**src/rtl/pixel_pattern_pkg.sv**
```systemverilog
// Shared types and constants for the pixel pattern writer.
package pixel_pattern_pkg;

  // Width of the internal x/y pixel counters
  localparam int COORD_W = 16;

  typedef enum logic [1:0] {
    IDLE  = 2'd0,
    WRITE = 2'd1,
    DONE  = 2'd2
  } state_e;

  typedef enum logic [1:0] {
    PAT_SOLID = 2'd0,
    PAT_GRAD  = 2'd1,
    PAT_BARS  = 2'd2,
    PAT_CHECK = 2'd3
  } pattern_e;

  // RGB565 reference colours
  localparam logic [15:0] RGB_BLACK = 16'h0000;
  localparam logic [15:0] RGB_WHITE = 16'hFFFF;
  localparam logic [15:0] RGB_RED   = 16'hF800;
  localparam logic [15:0] RGB_GREEN = 16'h07E0;
  localparam logic [15:0] RGB_BLUE  = 16'h001F;

endpackage

```
**src/rtl/pixel_pattern_writer_if.sv**
```systemverilog
// Avalon-MM write-only bus between the pattern writer and the SRAM controller.
interface pixel_pattern_writer_if #(
  parameter int ADDR_W = 32
) ();
  logic [ADDR_W-1:0] avm_address;
  logic              avm_write;
  logic [15:0]       avm_writedata;
  logic [1:0]        avm_byteenable;
  logic              avm_waitrequest;

  modport master (
    output avm_address,
    output avm_write,
    output avm_writedata,
    output avm_byteenable,
    input  avm_waitrequest
  );

  modport slave (
    input  avm_address,
    input  avm_write,
    input  avm_writedata,
    input  avm_byteenable,
    output avm_waitrequest
  );
endinterface

```
**src/rtl/pixel_pattern_gen.sv**
```systemverilog
// Combinational RGB565 test-pattern generator. Only the coordinate bits the
// patterns actually look at are brought in.
module pixel_pattern_gen
  import pixel_pattern_pkg::*;
(
  input  logic [8:3]  x_i,
  input  logic [7:2]  y_i,
  input  pattern_e    sel_i,
  input  logic [15:0] color_i,
  output logic [15:0] pixel_o
);

  logic [2:0] bar;
  assign bar = x_i[8:6];

  // Select the pixel value for the current coordinate
  always_comb begin
    pixel_o = RGB_BLACK;
    case (sel_i)
      PAT_SOLID: pixel_o = color_i;
      PAT_GRAD:  pixel_o = {x_i[8:4], y_i[7:2], 5'b0};
      PAT_BARS:  pixel_o = {{5{bar[2]}}, {6{bar[1]}}, {5{bar[0]}}};
      PAT_CHECK: pixel_o = (x_i[3] ^ y_i[3]) ? RGB_WHITE : RGB_BLACK;
      default:   pixel_o = RGB_BLACK;
    endcase
  end

endmodule

```
**src/rtl/pixel_pattern_writer.sv**
```systemverilog
// Avalon-MM write master that fills a frame buffer with an RGB565 test
// pattern in raster order, one pixel per accepted write.
module pixel_pattern_writer
  import pixel_pattern_pkg::*;
#(
  parameter int                WIDTH     = 320,
  parameter int                HEIGHT    = 240,
  parameter int                X_BITS    = 9,
  parameter int                ADDR_W    = 32,
  parameter logic [ADDR_W-1:0] BASE_ADDR = '0
) (
  input  logic                 clk_clk,
  input  logic                 reset_reset_n,
  input  logic                 start,
  input  logic                 abort,
  input  logic [1:0]           pattern_sel,
  input  logic [15:0]          color,
  output logic                 busy,
  output logic                 done,
  pixel_pattern_writer_if.master avm
);

  localparam logic [COORD_W-1:0] X_LAST = COORD_W'(WIDTH - 1);
  localparam logic [COORD_W-1:0] Y_LAST = COORD_W'(HEIGHT - 1);

  state_e              state_q, state_d;
  logic [COORD_W-1:0]  x_q, x_d, y_q, y_d;
  pattern_e            sel_q, sel_d;
  logic [15:0]         color_q, color_d;
  logic                abort_pend_q, abort_pend_d;
  logic [ADDR_W-1:0]   addr_q, addr_d, pix_index;
  logic [15:0]         data_q, data_d;
  logic                load, accept, last_pix, abort_hit;

  // The write request is exactly "in WRITE", so acceptance needs only the stall
  assign accept    = (state_q == WRITE) && !avm.avm_waitrequest;
  assign last_pix  = (x_q == X_LAST) && (y_q == Y_LAST);
  // An abort seen at any point during a stalled write still ends the fill once it lands
  assign abort_hit = abort || abort_pend_q;

  // State register
  always_ff @(posedge clk_clk or negedge reset_reset_n) begin
    if (!reset_reset_n) state_q <= IDLE;
    else                state_q <= state_d;
  end

  // Next-state logic
  always_comb begin
    state_d = state_q;
    case (state_q)
      IDLE:  if (start) state_d = WRITE;
      WRITE: if (accept) begin
               if (abort_hit)     state_d = IDLE;
               else if (last_pix) state_d = DONE;
             end
      DONE:  state_d = IDLE;
      default: state_d = IDLE;
    endcase
  end

  // FSM outputs
  always_comb begin
    busy            = 1'b0;
    done            = 1'b0;
    avm.avm_write   = 1'b0;
    case (state_q)
      WRITE: begin
        busy          = 1'b1;
        avm.avm_write = 1'b1;
      end
      DONE: begin
        busy = 1'b1;
        done = 1'b1;
      end
      default: ;
    endcase
  end

  // Counter and pattern-setting next values; load marks edges that register a new pixel
  always_comb begin
    x_d          = x_q;
    y_d          = y_q;
    sel_d        = sel_q;
    color_d      = color_q;
    abort_pend_d = abort_pend_q;
    load         = 1'b0;
    case (state_q)
      IDLE: if (start) begin
        sel_d        = pattern_e'(pattern_sel);
        color_d      = color;
        x_d          = '0;
        y_d          = '0;
        abort_pend_d = 1'b0;
        load         = 1'b1;
      end
      WRITE: begin
        if (abort) abort_pend_d = 1'b1;
        if (accept) begin
          load = 1'b1;
          if (x_q == X_LAST) begin
            x_d = '0;
            y_d = y_q + COORD_W'(1);
          end else begin
            x_d = x_q + COORD_W'(1);
          end
        end
      end
      default: ;
    endcase
  end

  // X/Y address: y selects a 2**X_BITS-pixel row, two bytes per pixel
  assign pix_index = (ADDR_W'(y_d) << X_BITS) + ADDR_W'(x_d);
  assign addr_d    = BASE_ADDR + (pix_index << 1);

  pixel_pattern_gen u_gen (
    .x_i     (x_d[8:3]),
    .y_i     (y_d[7:2]),
    .sel_i   (sel_d),
    .color_i (color_d),
    .pixel_o (data_d)
  );

  // Datapath registers; address/data only move when a new pixel is loaded
  always_ff @(posedge clk_clk or negedge reset_reset_n) begin
    if (!reset_reset_n) begin
      x_q          <= '0;
      y_q          <= '0;
      sel_q        <= PAT_SOLID;
      color_q      <= '0;
      abort_pend_q <= 1'b0;
      addr_q       <= BASE_ADDR;
      data_q       <= '0;
    end else begin
      x_q          <= x_d;
      y_q          <= y_d;
      sel_q        <= sel_d;
      color_q      <= color_d;
      abort_pend_q <= abort_pend_d;
      if (load) begin
        addr_q <= addr_d;
        data_q <= data_d;
      end
    end
  end

  assign avm.avm_address    = addr_q;
  assign avm.avm_writedata  = data_q;
  assign avm.avm_byteenable = 2'b11;

endmodule

```
**src/flat_wrapper.sv**
```systemverilog
// flat-port wrapper written by rule: the top's interface ports become plain ports
module pixel_pattern_writer_flat import pixel_pattern_pkg::*;
#(
  parameter int                WIDTH     = 320,
  parameter int                HEIGHT    = 240,
  parameter int                X_BITS    = 9,
  parameter int                ADDR_W    = 32,
  parameter logic [ADDR_W-1:0] BASE_ADDR = '0
)
  (clk_clk, reset_reset_n, start, abort, pattern_sel, color, busy, done, avm_avm_address, avm_avm_write, avm_avm_writedata, avm_avm_byteenable, avm_avm_waitrequest);
  pixel_pattern_writer_if #(.ADDR_W(ADDR_W)) avm_i ();
  input  logic clk_clk;
  input  logic reset_reset_n;
  input  logic start;
  input  logic abort;
  input  logic [1:0] pattern_sel;
  input  logic [15:0] color;
  output logic busy;
  output logic done;
  output wire logic [$bits(avm_i.avm_address)-1:0] avm_avm_address;
  output wire logic [$bits(avm_i.avm_write)-1:0] avm_avm_write;
  output wire logic [$bits(avm_i.avm_writedata)-1:0] avm_avm_writedata;
  output wire logic [$bits(avm_i.avm_byteenable)-1:0] avm_avm_byteenable;
  input wire logic [$bits(avm_i.avm_waitrequest)-1:0] avm_avm_waitrequest;
  assign avm_avm_address = avm_i.avm_address;
  assign avm_avm_write = avm_i.avm_write;
  assign avm_avm_writedata = avm_i.avm_writedata;
  assign avm_avm_byteenable = avm_i.avm_byteenable;
  assign avm_i.avm_waitrequest = avm_avm_waitrequest;
  pixel_pattern_writer #(.WIDTH(WIDTH), .HEIGHT(HEIGHT), .X_BITS(X_BITS), .ADDR_W(ADDR_W), .BASE_ADDR(BASE_ADDR)) u_core (.clk_clk(clk_clk), .reset_reset_n(reset_reset_n), .start(start), .abort(abort), .pattern_sel(pattern_sel), .color(color), .busy(busy), .done(done), .avm(avm_i));
endmodule
```
**config.mk**
```make
export PLATFORM = sky130hd
export DESIGN_NAME = pixel_pattern_writer_flat
export DESIGN_NICKNAME = d
export VERILOG_FILES = /design/src/rtl/pixel_pattern_pkg.sv /design/src/rtl/pixel_pattern_writer_if.sv /design/src/rtl/pixel_pattern_gen.sv /design/src/rtl/pixel_pattern_writer.sv /design/src/flat_wrapper.sv
export SDC_FILE = /design/constraint.sdc
export NUM_CORES = 1
export LEC_CHECK = 0
export ABC_AREA = 1
export CAP_MARGIN = 15
export CORE_MARGIN = 10
export CORE_UTILIZATION = 45
export CTS_CLUSTER_SIZE = 40
export DETAILED_ROUTE_END_ITERATION = 10
export GPL_ROUTABILITY_DRIVEN = 0
export PLACE_DENSITY = 0.64
export SLEW_MARGIN = 15
export SYNTH_ARGS = -nofsm -noshare
export SYNTH_HDL_FRONTEND = slang
export SYNTH_SLANG_ARGS = --single-unit
```
**constraint.sdc**
```tcl
create_clock -name clk_clk -period 3.5 [get_ports clk_clk]
set_input_delay 0.7 -clock clk_clk [delete_from_list [all_inputs] [get_ports clk_clk]]
set_output_delay 0.7 -clock clk_clk [all_outputs]
set_load 0.03 [all_outputs]
```
==> results.ini <==
[status]
status=finished, final reports clean

[yosys]
synthAdderAreaFrac=0.0304
synth.area.top_cells=dfrtp_1 42%, nand2_1 14%, inv_1 5.2%
synth-simple-area-share=0.321
synthDominantCellAreaShare=0.425
synth.area.mux_share=0.00536
synthArstFlopShare=1.00
synth_cell_types=45
syn_inst=724
mappedNetlistArea_um2=5600
synth-seq-cells=95
synth_compound_area_frac=0.0932
seq_area_frac_synth=0.425
synth-edff-count=0
synthXorXnorAreaFrac=0.0297
post_synth.cell_area_avg_um2=7.73
ys.flop_type=dfrtp_1
netlist.top_cell.by_area=dfrtp_1
synth_warnings=0
synth_top_family_by_area=simple AND/OR/NAND/NOR gates

[worst_setup_path]
reg2regPathDepth=19
critPathMaxFanout=5
arrival_ps=3490
worstReg2RegEnd=u_core.avm.avm_address[24]
worstSetupPathType=reg2reg
cp_data_required_time_ps=3750
start_kind=register
cp-end-kind=register
reg2reg_slack_ps=260
reg2reg_from=u_core.x_q[0]

[finish]
instances_no_fill=1003
multi_input_area_um2=2790
areaGrowthSynthToFinish_pct=26.6
fin_nets=866
drive_gt1_frac=0.186
antenna_cells=0
n_fill_cell=1161
register_area_um2=2380
final_core_util=0.585

[sta]
timing.fmax_mhz=308
hold_viol_final=0
slew_viol_final=0
clock_skew_ps=8.43
setup_viol=0
relSlewSlack=0.558
fin_crit_ps=3240
finalWorstSetupSlack_ps=256
rsz0062_at_grt=true
finalCritPeriodShare=0.927
tightest_slew_ps=656

[floorplan]
fp.dieW_um=132
initial_core_util=0.462
die_area_um2=17300
io_pins=76
num_rows=40
core-area_um2=12100
die_y_um=132

[power]
finalPower_mw=4.31
power_density_nw_per_um2=609
p_leak_nw=3.44
p_sw_mw=1.73
power_frac_clock=0.239
p_int_mw=2.58
p_sw_frac=0.402
p_comb_frac=0.431
vdd_ir_drop_max_mv=0.490
pwr-share-seq=0.330

[drt]
viasPerCell=5.06
first_pass_iters=5
wl_per_cell_um=15.6
routed-via-count=5074
drcViolationCount=0
routed_wl_mm=15.7
drtIter0Drc=333
antenna_left=0

[cts]
cts_buffers=9
clkSlewWorstSetupHoldPaths_ps=70
cts_tree=built
cts_sinks=95
cts-htree-levels=3
cts_buffer_depth=2
root_buffer=clkbuf_16
clk_latency_ps=360

[hold_path]
hold_path_class=in2async

[global_routing]
grt_pass1_wl_mm=25.6
grt_max_degree=49
grt_pass1_vias=5081
grt_overflow=0
antenna_found_initial=0
grt.total_usage=0.179

[place]
place_ws_ps=-427
hpwl_mm=12.0
port_buffers=67
dp.cells=985

[run]
maxCapViolCount=0

registers in the layout, summed over array words and instances, names as in the netlist:
| name | count |
|---|---|
| u_core.avm.avm_address | 26 |
| u_core.avm.avm_writedata | 16 |
| u_core.color_q | 16 |
| u_core.sel_q | 2 |
| u_core.y_q | 16 |
| u_core.x_q | 16 |
| u_core.state_q | 2 |
| u_core.abort_pend_q | 1 |
power by group through the flow:
| stage | Clock, mW | Combinational (mW) | Sequential (mW) |
|---|---|---|---|
| 2_1_floorplan | 0 | 1.01 | 1.60 |
| 4_1_cts | 1.04 | 1.86 | 1.42 |
| 3_3_place_gp | 0 | 1.81 | 1.44 |
| 6_report | 1.03 | 1.86 | 1.42 |
| 5_1_grt | 1.09 | 2.05 | 1.45 |
| 3_5_place_dp | 0 | 1.84 | 1.44 |
layout by cell type (no fill, tap or decap), types with 11 or more instances in the layout:
cell type	instances
nand3_2	12
nand2_2	15
buf_4	54
nand3_1	51
nor2_1	35
dfrtp_1	94
xor2_1	17
clkdlybuf4s50_1	65
o21ai_0	42
nand2_1	209
inv_2	13
inv_1	77
nand4_1	11
what timing repair did:
| item | CTS | global route |
|---|---|---|
| endpoints found under the hold margin | 0 | 0 |
| resized for setup | 3 | 19 |
| setup endpoints to repair | 7 | 9 |
| hold buffers | 0 | 0 |
| pin swaps | 1 | 9 |
| cloned | 0 | 0 |
| setup buffers | 2 | 0 |
cell families (layout without fill, tap and decap cells):
group / count (synthesis) / count (layout)
compound gates: 90 / 90
xor+xnor: 19 / 19
fa+ha+maj: 13 / 13
buf+inv: 121 / 226
flops: 95 / 95
mux: 3 / 3
other cells: 2 / 8
simple gates: 381 / 381
how the worst max path moves through the flow:
stage	from	endpoint	slack (ps)	depth (start not counted)
2_1_floorplan	u_core.state_q[1]	u_core.avm.avm_address[21]	40	20
3_3_place_gp	avm_avm_waitrequest	u_core.avm.avm_address[21]	-380	18
3_5_place_dp	avm_avm_waitrequest	u_core.avm.avm_address[21]	-430	18
4_1_cts	u_core.x_q[0]	u_core.avm.avm_address[24]	120	20
5_1_grt	u_core.state_q[1]	u_core.avm.avm_address[24]	-20	20
6_report	u_core.x_q[0]	u_core.avm.avm_address[24]	260	19
cell usage after synthesis, types with 11 or more instances:
master	instances
dfrtp_1	95
ha_1	12
inv_1	78
inv_2	12
nand2_1	210
nand2_2	14
nand3_1	53
nand3_2	11
nand4_1	11
nor2_1	36
nor3_1	12
o21ai_0	45
xor2_1	17
critical path: stages (launching register included):
cell and delay (ps):
dfrtp_1 380, ha_2 230, nand3_2 110, nor2_4 120, nand3_1 90, nor3_1 180, buf_4 160, xor2_1 140
nand2_1 70, o21ai_1 140, inv_1 100, fa_1 450, o211ai_1 230, nand2_1 120, nand2_2 90, nand2_2 80
nor2_4 140, nand4_1 130, nand3_1 120, nand2_1 50
layout make-up:
class,instances,share of cell area
clock inverter,4,0.00742
timing repair buffer,120,0.150
inverter,90,0.0477
tap,168,0.0297
multi-input combinational,514,0.393
sequential,95,0.336
clock buffer,12,0.0362
metrics by stage:
stage	hold slack [ps]	TNS (ps)	cell area [µm²]
after floorplan	404	0	5620
after global placement	461	-3050	6700
after detailed placement	464	-3600	6700
after CTS	390	0	7020
after global routing	410	-22.7	7090
final	374	0	7090
routing by layer:
layer / vias to the layer above / part of all wire / track usage
met5: - / 0 / 0
met4: 0 / 0.013 / 0.0575
met3: 24 / 0.068 / 0.0526
met2: 130 / 0.48 / 0.293
met1: 2412 / 0.44 / 0.222
li1: 2508 / - / -
Note: power is estimated with default switching activity, not from simulation.
